`src/rtl/text_tx_framer_if.sv`:
```
// Bundle between user logic, the text framer and the UART TX byte stream.
// The slave side is the framer; the master side is user logic plus the UART TX.
interface text_tx_framer_if #(
    parameter int MAX_BYTES = 32
);
    logic [MAX_BYTES*8-1:0] text_bytes;
    logic [7:0]             text_size;
    logic                   text_send;
    logic                   busy;
    logic                   done;
    logic                   truncated;
    logic [7:0]             tx_byte;
    logic                   tx_valid;
    logic                   tx_ready;

    modport master (
        output text_bytes, text_size, text_send, tx_ready,
        input  busy, done, truncated, tx_byte, tx_valid
    );

    modport slave (
        input  text_bytes, text_size, text_send, tx_ready,
        output busy, done, truncated, tx_byte, tx_valid
    );
endinterface

```
`src/rtl/text_tx_framer.sv`:
```
// Frames a text buffer as TAG, LEN, payload and streams it over a valid/ready byte port.
// Optional trailing XOR checksum byte when TEXT_TX_CHECKSUM_EN is defined.
module text_tx_framer #(
    parameter int         MAX_BYTES = 32,
    parameter logic [7:0] TEXT_TAG  = 8'h03
) (
    input  logic             CLK,
    input  logic             RST,
    text_tx_framer_if.slave  bus
);
    localparam int         IDX_W   = (MAX_BYTES > 1) ? $clog2(MAX_BYTES) : 1;
    localparam logic [7:0] MAX_LEN = 8'(MAX_BYTES);

    typedef enum logic [2:0] {IDLE, TAG, LEN, PAYLOAD, CSUM} state_t;

    state_t                 state;
    logic [MAX_BYTES*8-1:0] snap;
    logic [7:0]             len;
    logic [IDX_W-1:0]       idx;
`ifdef TEXT_TX_CHECKSUM_EN
    logic [7:0]             csum;
`endif

    function automatic logic [7:0] pick(input logic [MAX_BYTES*8-1:0] b,
                                        input logic [IDX_W-1:0] k);
        return b[{k, 3'b000} +: 8];
    endfunction

    function automatic logic [7:0] clamp_len(input logic [7:0] size);
        return (size > MAX_LEN) ? MAX_LEN : size;
    endfunction

    // Snapshot registers (snap, len, idx, csum) carry no reset; only control state does.
    always_ff @(posedge CLK) begin
        if (RST) begin
            state         <= IDLE;
            bus.busy      <= 1'b0;
            bus.done      <= 1'b0;
            bus.truncated <= 1'b0;
            bus.tx_valid  <= 1'b0;
            bus.tx_byte   <= 8'h00;
        end else begin
            bus.done      <= 1'b0;
            bus.truncated <= 1'b0;
            case (state)
                IDLE: begin
                    if (bus.text_send) begin
                        snap          <= bus.text_bytes;
                        len           <= clamp_len(bus.text_size);
                        bus.truncated <= (bus.text_size > MAX_LEN);
                        bus.busy      <= 1'b1;
                        bus.tx_valid  <= 1'b1;
                        bus.tx_byte   <= TEXT_TAG;
`ifdef TEXT_TX_CHECKSUM_EN
                        csum          <= TEXT_TAG ^ clamp_len(bus.text_size);
`endif
                        state         <= TAG;
                    end
                end
                TAG: begin
                    if (bus.tx_ready) begin
                        bus.tx_byte <= len;
                        state       <= LEN;
                    end
                end
                LEN: begin
                    if (bus.tx_ready) begin
                        if (len == 8'd0) begin
`ifdef TEXT_TX_CHECKSUM_EN
                            bus.tx_byte  <= csum;
                            state        <= CSUM;
`else
                            bus.tx_valid <= 1'b0;
                            bus.busy     <= 1'b0;
                            bus.done     <= 1'b1;
                            state        <= IDLE;
`endif
                        end else begin
                            idx         <= '0;
                            bus.tx_byte <= pick(snap, '0);
                            state       <= PAYLOAD;
                        end
                    end
                end
                PAYLOAD: begin
                    if (bus.tx_ready) begin
`ifdef TEXT_TX_CHECKSUM_EN
                        csum <= csum ^ pick(snap, idx);
`endif
                        // idx never passes len-1, so it cannot wrap
                        if (8'(idx) == len - 8'd1) begin
`ifdef TEXT_TX_CHECKSUM_EN
                            bus.tx_byte  <= csum ^ pick(snap, idx);
                            state        <= CSUM;
`else
                            bus.tx_valid <= 1'b0;
                            bus.busy     <= 1'b0;
                            bus.done     <= 1'b1;
                            state        <= IDLE;
`endif
                        end else begin
                            idx         <= idx + 1'b1;
                            bus.tx_byte <= pick(snap, idx + 1'b1);
                        end
                    end
                end
                CSUM: begin
                    if (bus.tx_ready) begin
                        bus.tx_valid <= 1'b0;
                        bus.busy     <= 1'b0;
                        bus.done     <= 1'b1;
                        state        <= IDLE;
                    end
                end
                default: state <= IDLE;
            endcase
        end
    end
endmodule

```
`src/flat_wrapper.sv`:
```
// flat-port wrapper written by rule: the top's interface ports become plain ports
module text_tx_framer_flat 
#(
    parameter int         MAX_BYTES = 32,
    parameter logic [7:0] TEXT_TAG  = 8'h03
)
  (CLK, RST, bus_text_bytes, bus_text_size, bus_text_send, bus_tx_ready, bus_busy, bus_done, bus_truncated, bus_tx_byte, bus_tx_valid);
  text_tx_framer_if #(.MAX_BYTES(MAX_BYTES)) bus_i ();
  input  logic CLK;
  input  logic RST;
  input wire logic [$bits(bus_i.text_bytes)-1:0] bus_text_bytes;
  input wire logic [$bits(bus_i.text_size)-1:0] bus_text_size;
  input wire logic [$bits(bus_i.text_send)-1:0] bus_text_send;
  input wire logic [$bits(bus_i.tx_ready)-1:0] bus_tx_ready;
  output wire logic [$bits(bus_i.busy)-1:0] bus_busy;
  output wire logic [$bits(bus_i.done)-1:0] bus_done;
  output wire logic [$bits(bus_i.truncated)-1:0] bus_truncated;
  output wire logic [$bits(bus_i.tx_byte)-1:0] bus_tx_byte;
  output wire logic [$bits(bus_i.tx_valid)-1:0] bus_tx_valid;
  assign bus_i.text_bytes = bus_text_bytes;
  assign bus_i.text_size = bus_text_size;
  assign bus_i.text_send = bus_text_send;
  assign bus_i.tx_ready = bus_tx_ready;
  assign bus_busy = bus_i.busy;
  assign bus_done = bus_i.done;
  assign bus_truncated = bus_i.truncated;
  assign bus_tx_byte = bus_i.tx_byte;
  assign bus_tx_valid = bus_i.tx_valid;
  text_tx_framer #(.MAX_BYTES(MAX_BYTES), .TEXT_TAG(TEXT_TAG)) u_core (.CLK(CLK), .RST(RST), .bus(bus_i));
endmodule
```
`config.mk`:
```
export PLATFORM = sky130hd
export DESIGN_NAME = text_tx_framer_flat
export DESIGN_NICKNAME = d
export VERILOG_FILES = /design/src/rtl/text_tx_framer_if.sv /design/src/rtl/text_tx_framer.sv /design/src/flat_wrapper.sv
export SDC_FILE = /design/constraint.sdc
export NUM_CORES = 1
export LEC_CHECK = 0
export ABC_AREA = 1
export ABC_CLOCK_PERIOD_IN_PS = 16900
export CAP_MARGIN = 25
export CORE_ASPECT_RATIO = 0.6
export CORE_UTILIZATION = 41
export CTS_CLUSTER_SIZE = 24
export DETAILED_ROUTE_END_ITERATION = 10
export GPL_TIMING_DRIVEN = 0
export PLACE_DENSITY = 0.77
export SYNTH_ARGS = -nofsm -noshare
export SYNTH_HDL_FRONTEND = slang
export SYNTH_SLANG_ARGS = --single-unit
export TNS_END_PERCENT = 1
```
`constraint.sdc`:
```
create_clock -name CLK -period 16.9 [get_ports CLK]
set_input_delay 3.38 -clock CLK [delete_from_list [all_inputs] [get_ports CLK]]
set_output_delay 3.38 -clock CLK [all_outputs]
set_load 0.02 [all_outputs]
```
Yosys cells after proc, flatten, opt, wreduce, memory -nomap -nowiden. Index checks and enable logic that the tools add are counted.

Input port bits: 268. Word-level logic and storage cells: 73. Register bits: 283. Output and inout port bits: 12.

Order comparisons: 1. Bitwise operators: 3. Mux-type cells: 33. Add/sub/neg operators: 2. Shifts and indexed selects: 1. Equal/unequal tests: 14. Reduce and logical (&&, ||, !) cells: 11.

Operator list (count): $shiftx 256x9->8 (1); $mux 8 (6); $pmux 8 s4 (1); $mux 5 (4); $mux 3 (6); $pmux 3 s5 (1); $ne 2x2->1 const B (7); $reduce_and 7->1 (2); $reduce_and 6->1 (2); $mux 1 (11); $pmux 5 s2 (1); $eq 5x8->1 (1); $gt 8x6->1 const B (1); $logic_not 8->1 (1); $reduce_bool 4->1 (2); $sub 8x1->8 const B (1); $eq 3x2->1 const B (2); $add 5x1->5 const B (1); $ne 2x1->1 const B (2); $pmux 1 s4 (1); $eq 3x1->1 const B (1); $eq 3x3->1 const B (1); $logic_not 3->1 (1); $not 1->1 (3); 5 further kinds (5).

Depth between registers and ports, before layout.
Depth after elaboration: 5. Depth in mapped cells: 15. Mapped depth without buffers: 14.

Worst setup path before layout. No wires, ideal clock.

Path kind: input to register. Start point: input port RST. End point: register u_core.len[0] (enable). Stages on the path: 4. Path buffers: 1. Library setup time: 614 ps. Setup slack: 7359 ps. Data arrival time: 8927 ps. Data required time: 16286 ps. Path through: clkbuf_1 > inv_1 > nand3_1 > inv_1.

Word-level cells in the longest chain between the ends: 2.

Ends and longest elaborated chain: start: declaration (line flat_wrapper.sv:10) `input logic RST;`; $not 1->1 (no line); $reduce_and 3->1 (no line); end signal: assignment (line text_tx_framer.sv:49) `len <= clamp_len(bus.text_size);`; end: declaration (line text_tx_framer.sv:18) `logic [7:0] len;`.

Every way passes these cells. A chain may end at the register's enable or synchronous reset.

Worst setup path after layout.
Start point: input port RST. End point: register u_core.snap[117] (enable).

Word-level cells in the longest chain between the ends: 2.

Ends and longest elaborated chain: $not 1->1 (no line); $reduce_and 3->1 (no line); end signal: assignment (line text_tx_framer.sv:48) `snap <= bus.text_bytes;`; end: declaration (line text_tx_framer.sv:17) `logic [MAX_BYTES*8-1:0] snap;`.

Every way passes these cells.

==> run summary <==
run status = finished, final reports clean
CTS tree = yes
total gr overflow = 0
final setup violating endpoints = 0
Slew headroom = 0.3787
global placer's final weighted congestion = 0.9178
Primary FF master, synth = edfxtp_1
Nets = 1690
Netlist cell types = 30
CP Class = input pin to flop
Critical Path Start = RST
dominant cell type by area after synthesis = edfxtp_1
Via density = 5.220
Routed wire per std cell = 20.91 µm
via count = 9443
PwrDens = 117.7 nW/µm²
RSZ-0062 raised after global routing = false
peak supply drop = 0.06121 mV
Die Span X = 222.4 µm
Levels on crit path = 5
FF-to-FF End = u_core.bus.tx_byte[7]
Initial DRC Count = 1008
Final Hold Viols = 0
buffers plus inverters on the worst setup path = 4
Reg area = 8338 µm²
fin cells = 1809
CP Cell Sequence = clkbuf_1 -> inv_1 -> nand3_1 -> inv_8 -> buf_16
worst min path class = flop to flop
Mapped Area = 11950 µm²
worst-path fanout max = 136
antenna viol nets, final = 0
data arrival time of the critical path = 5.59 ns
sequential share of the synthesized area = 0.6977
Reg2Reg Depth = 11
number of fill cells = 2381
Min Clock Period, post-route = 5.402 ns
top cell type's share of synthesized area = 0.6760
core footprint = 28110 µm²
GRT Util Overall = 0.2523
PortBufs = 278
chip height = 134.2 µm
most common cell in the netlist = nand2_1
Hold Buf Count CTS = 0
Inst Count DP = 1757
TritonCTS buffer count = 27
vias in the first global route = 9193
top cells by area, synth = edfxtp_1, nand2_1, nand3_1
maxcap violations = 0
fraction of layout cells with a size suffix above 1 = 0.06537
Post-synth top cells = nand2_1, edfxtp_1, nor2_1
synthesized flop and latch total = 282
r2r setup slk = 13.94 ns
post-CTS sizing = 0
Critical R2R Launch = u_core.idx[0]
Worst-path clk slew = 0.06 ns
max incr delay on CP = 0.67 ns
worst slew pin tran = 0.9319 ns
footprint of the multi-input gates = 3064 µm²
CTS Root Cell = clkbuf_16
CP required = 17.09 ns
Final Max Slew Viols = 0
Worst Skew = 0.02181 ns
Die ar. = 29860 µm²
leakage = 6.164 nW
Crit-path slowest cell = inv_8
crit share post-route = 0.3196
H-tree Lvls = 1
largest net degree at the start of global routing = 137
Post-route DRC = 0
f_max = 185.1 MHz
worst slack, placed = 10.91 ns
Worst setup EP type = flop
Critical Path Sink = u_core.snap[117]
Mapped Avg Cell Area = 10.77 µm²
CP startpoint kind = input pin
Detail Placement HPWL = 27.71 mm
Starting Density = 0.4251
P&R area growth vs syn = 34.98%
antenna violations before repair = 6
Worst-Skew Late Latency = 0.56 ns
Yosys Warn Count = 0
Sum Neg Setup Slack = 0 ns
Top delay family on crit path = buffers and inverters
DRT Wirelength = 37.82 mm
row cnt = 47
# IOs = 280
Post-synth ARST share = 0
first-pass GRT wire length = 55.18 mm
Post-synth EDFFs = 269
DR pass1 iterations = 5
CTS Buffer Depth = 3
clock tree sinks = 282
# Post-CTS Setup Buffers = 0
final setup margin = 11.50 ns
Cells after Synth = 1110
## tightest hold or removal path, stage by stage, from the launching register on
cell and delay [ns]:
dfxtp_1 0.31, nand2_1 0.06, a21oi_1 0.06
## stage by stage
stage / cell area (µm²) / utilization / total power, mW / hold slack (ns)
2_1_floorplan: 11950 / - / 1.125 / 0.5404
3_3_place_gp: 15200 / 0.5406 / 1.305 / 0.4601
3_5_place_dp: 15230 / 0.5418 / 1.287 / 0.4631
4_1_cts: 16120 / 0.5735 / 1.905 / 0.4717
5_1_grt: 16130 / 0.5737 / 1.974 / 0.4940
6_report: 16130 / 0.5738 / 1.899 / 0.4744
## cell usage in the layout (no fill, tap or decap), drive strengths merged, types with 2 or more instances in the layout
cell	Yosys	layout
ha	3	3
xnor2	3	3
diode	0	4
edfxtp	269	269
dfxtp	13	13
o211ai	14	14
clkbuf	11	44
nor2	144	144
a21oi	9	9
bufinv	0	4
clkdlybuf4s50	0	278
conb	1	2
buf	45	46
o21ai	61	61
nand4	4	4
inv	72	74
nand2	324	324
nand3	119	119
nor3	4	4
clkinv	0	8
xor2	4	4
o22ai	6	6
## sequential cells by signal (all words and copies together), names as in the netlist
register,count
u_core.bus.tx_valid,1
u_core.state,2
u_core.idx,5
u_core.bus.tx_byte,8
u_core.len,8
u_core.bus.done,1
u_core.snap,256
u_core.bus.truncated,1
## worst min path at each step
stage,startpoint,end,cells past startpoint
3_3_place_gp,u_core.bus.tx_byte[6],u_core.bus.tx_byte[6],2
6_report,u_core.bus.tx_byte[6],u_core.bus.tx_byte[6],2
3_5_place_dp,u_core.bus.tx_byte[6],u_core.bus.tx_byte[6],2
5_1_grt,u_core.bus.tx_byte[6],u_core.bus.tx_byte[6],2
4_1_cts,u_core.bus.tx_byte[6],u_core.bus.tx_byte[6],2
2_1_floorplan,u_core.bus.tx_byte[2],u_core.bus.tx_byte[2],2
## per-layer routing
metal / track usage / up-vias / part of all wire
li1: - / 4384 / -
met1: 0.3621 / 4550 / 0.44
met2: 0.3938 / 458 / 0.44
met3: 0.05301 / 49 / 0.092
met4: 0.05977 / 2 / 0.020
met5: 0 / - / 0.00034
## area by class of cell
| class | count | area share |
|---|---|---|
| Sequential cell | 282 | 0.5169 |
| Multi-Input combinational cell | 701 | 0.1900 |
| Timing Repair Buffer | 279 | 0.1742 |
| Clock buffer | 33 | 0.04328 |
| Tap cell | 367 | 0.02847 |
| Buffer | 56 | 0.01745 |
| Inverter | 72 | 0.01722 |
| Clock inverter | 15 | 0.01187 |
| Antenna cell | 4 | 0.0006205 |
## power by group
group	internal [mW]	switching [mW]	total (mW)
clock	0.356	0.264	0.620
sequential	0.868	0.0259	0.894
combinational	0.144	0.241	0.385
## logic make-up after synthesis
family,synth area share
adder cells (fa/ha/maj),0.003141
AND/OR/NAND/NOR,0.2022
buffers and inverters,0.04617
flip-flops,0.6977
XOR/XNOR,0.007016
AO/OA/AOI/OAI,0.04345
other,0.0003138
(Power assumes the default switching activity.)
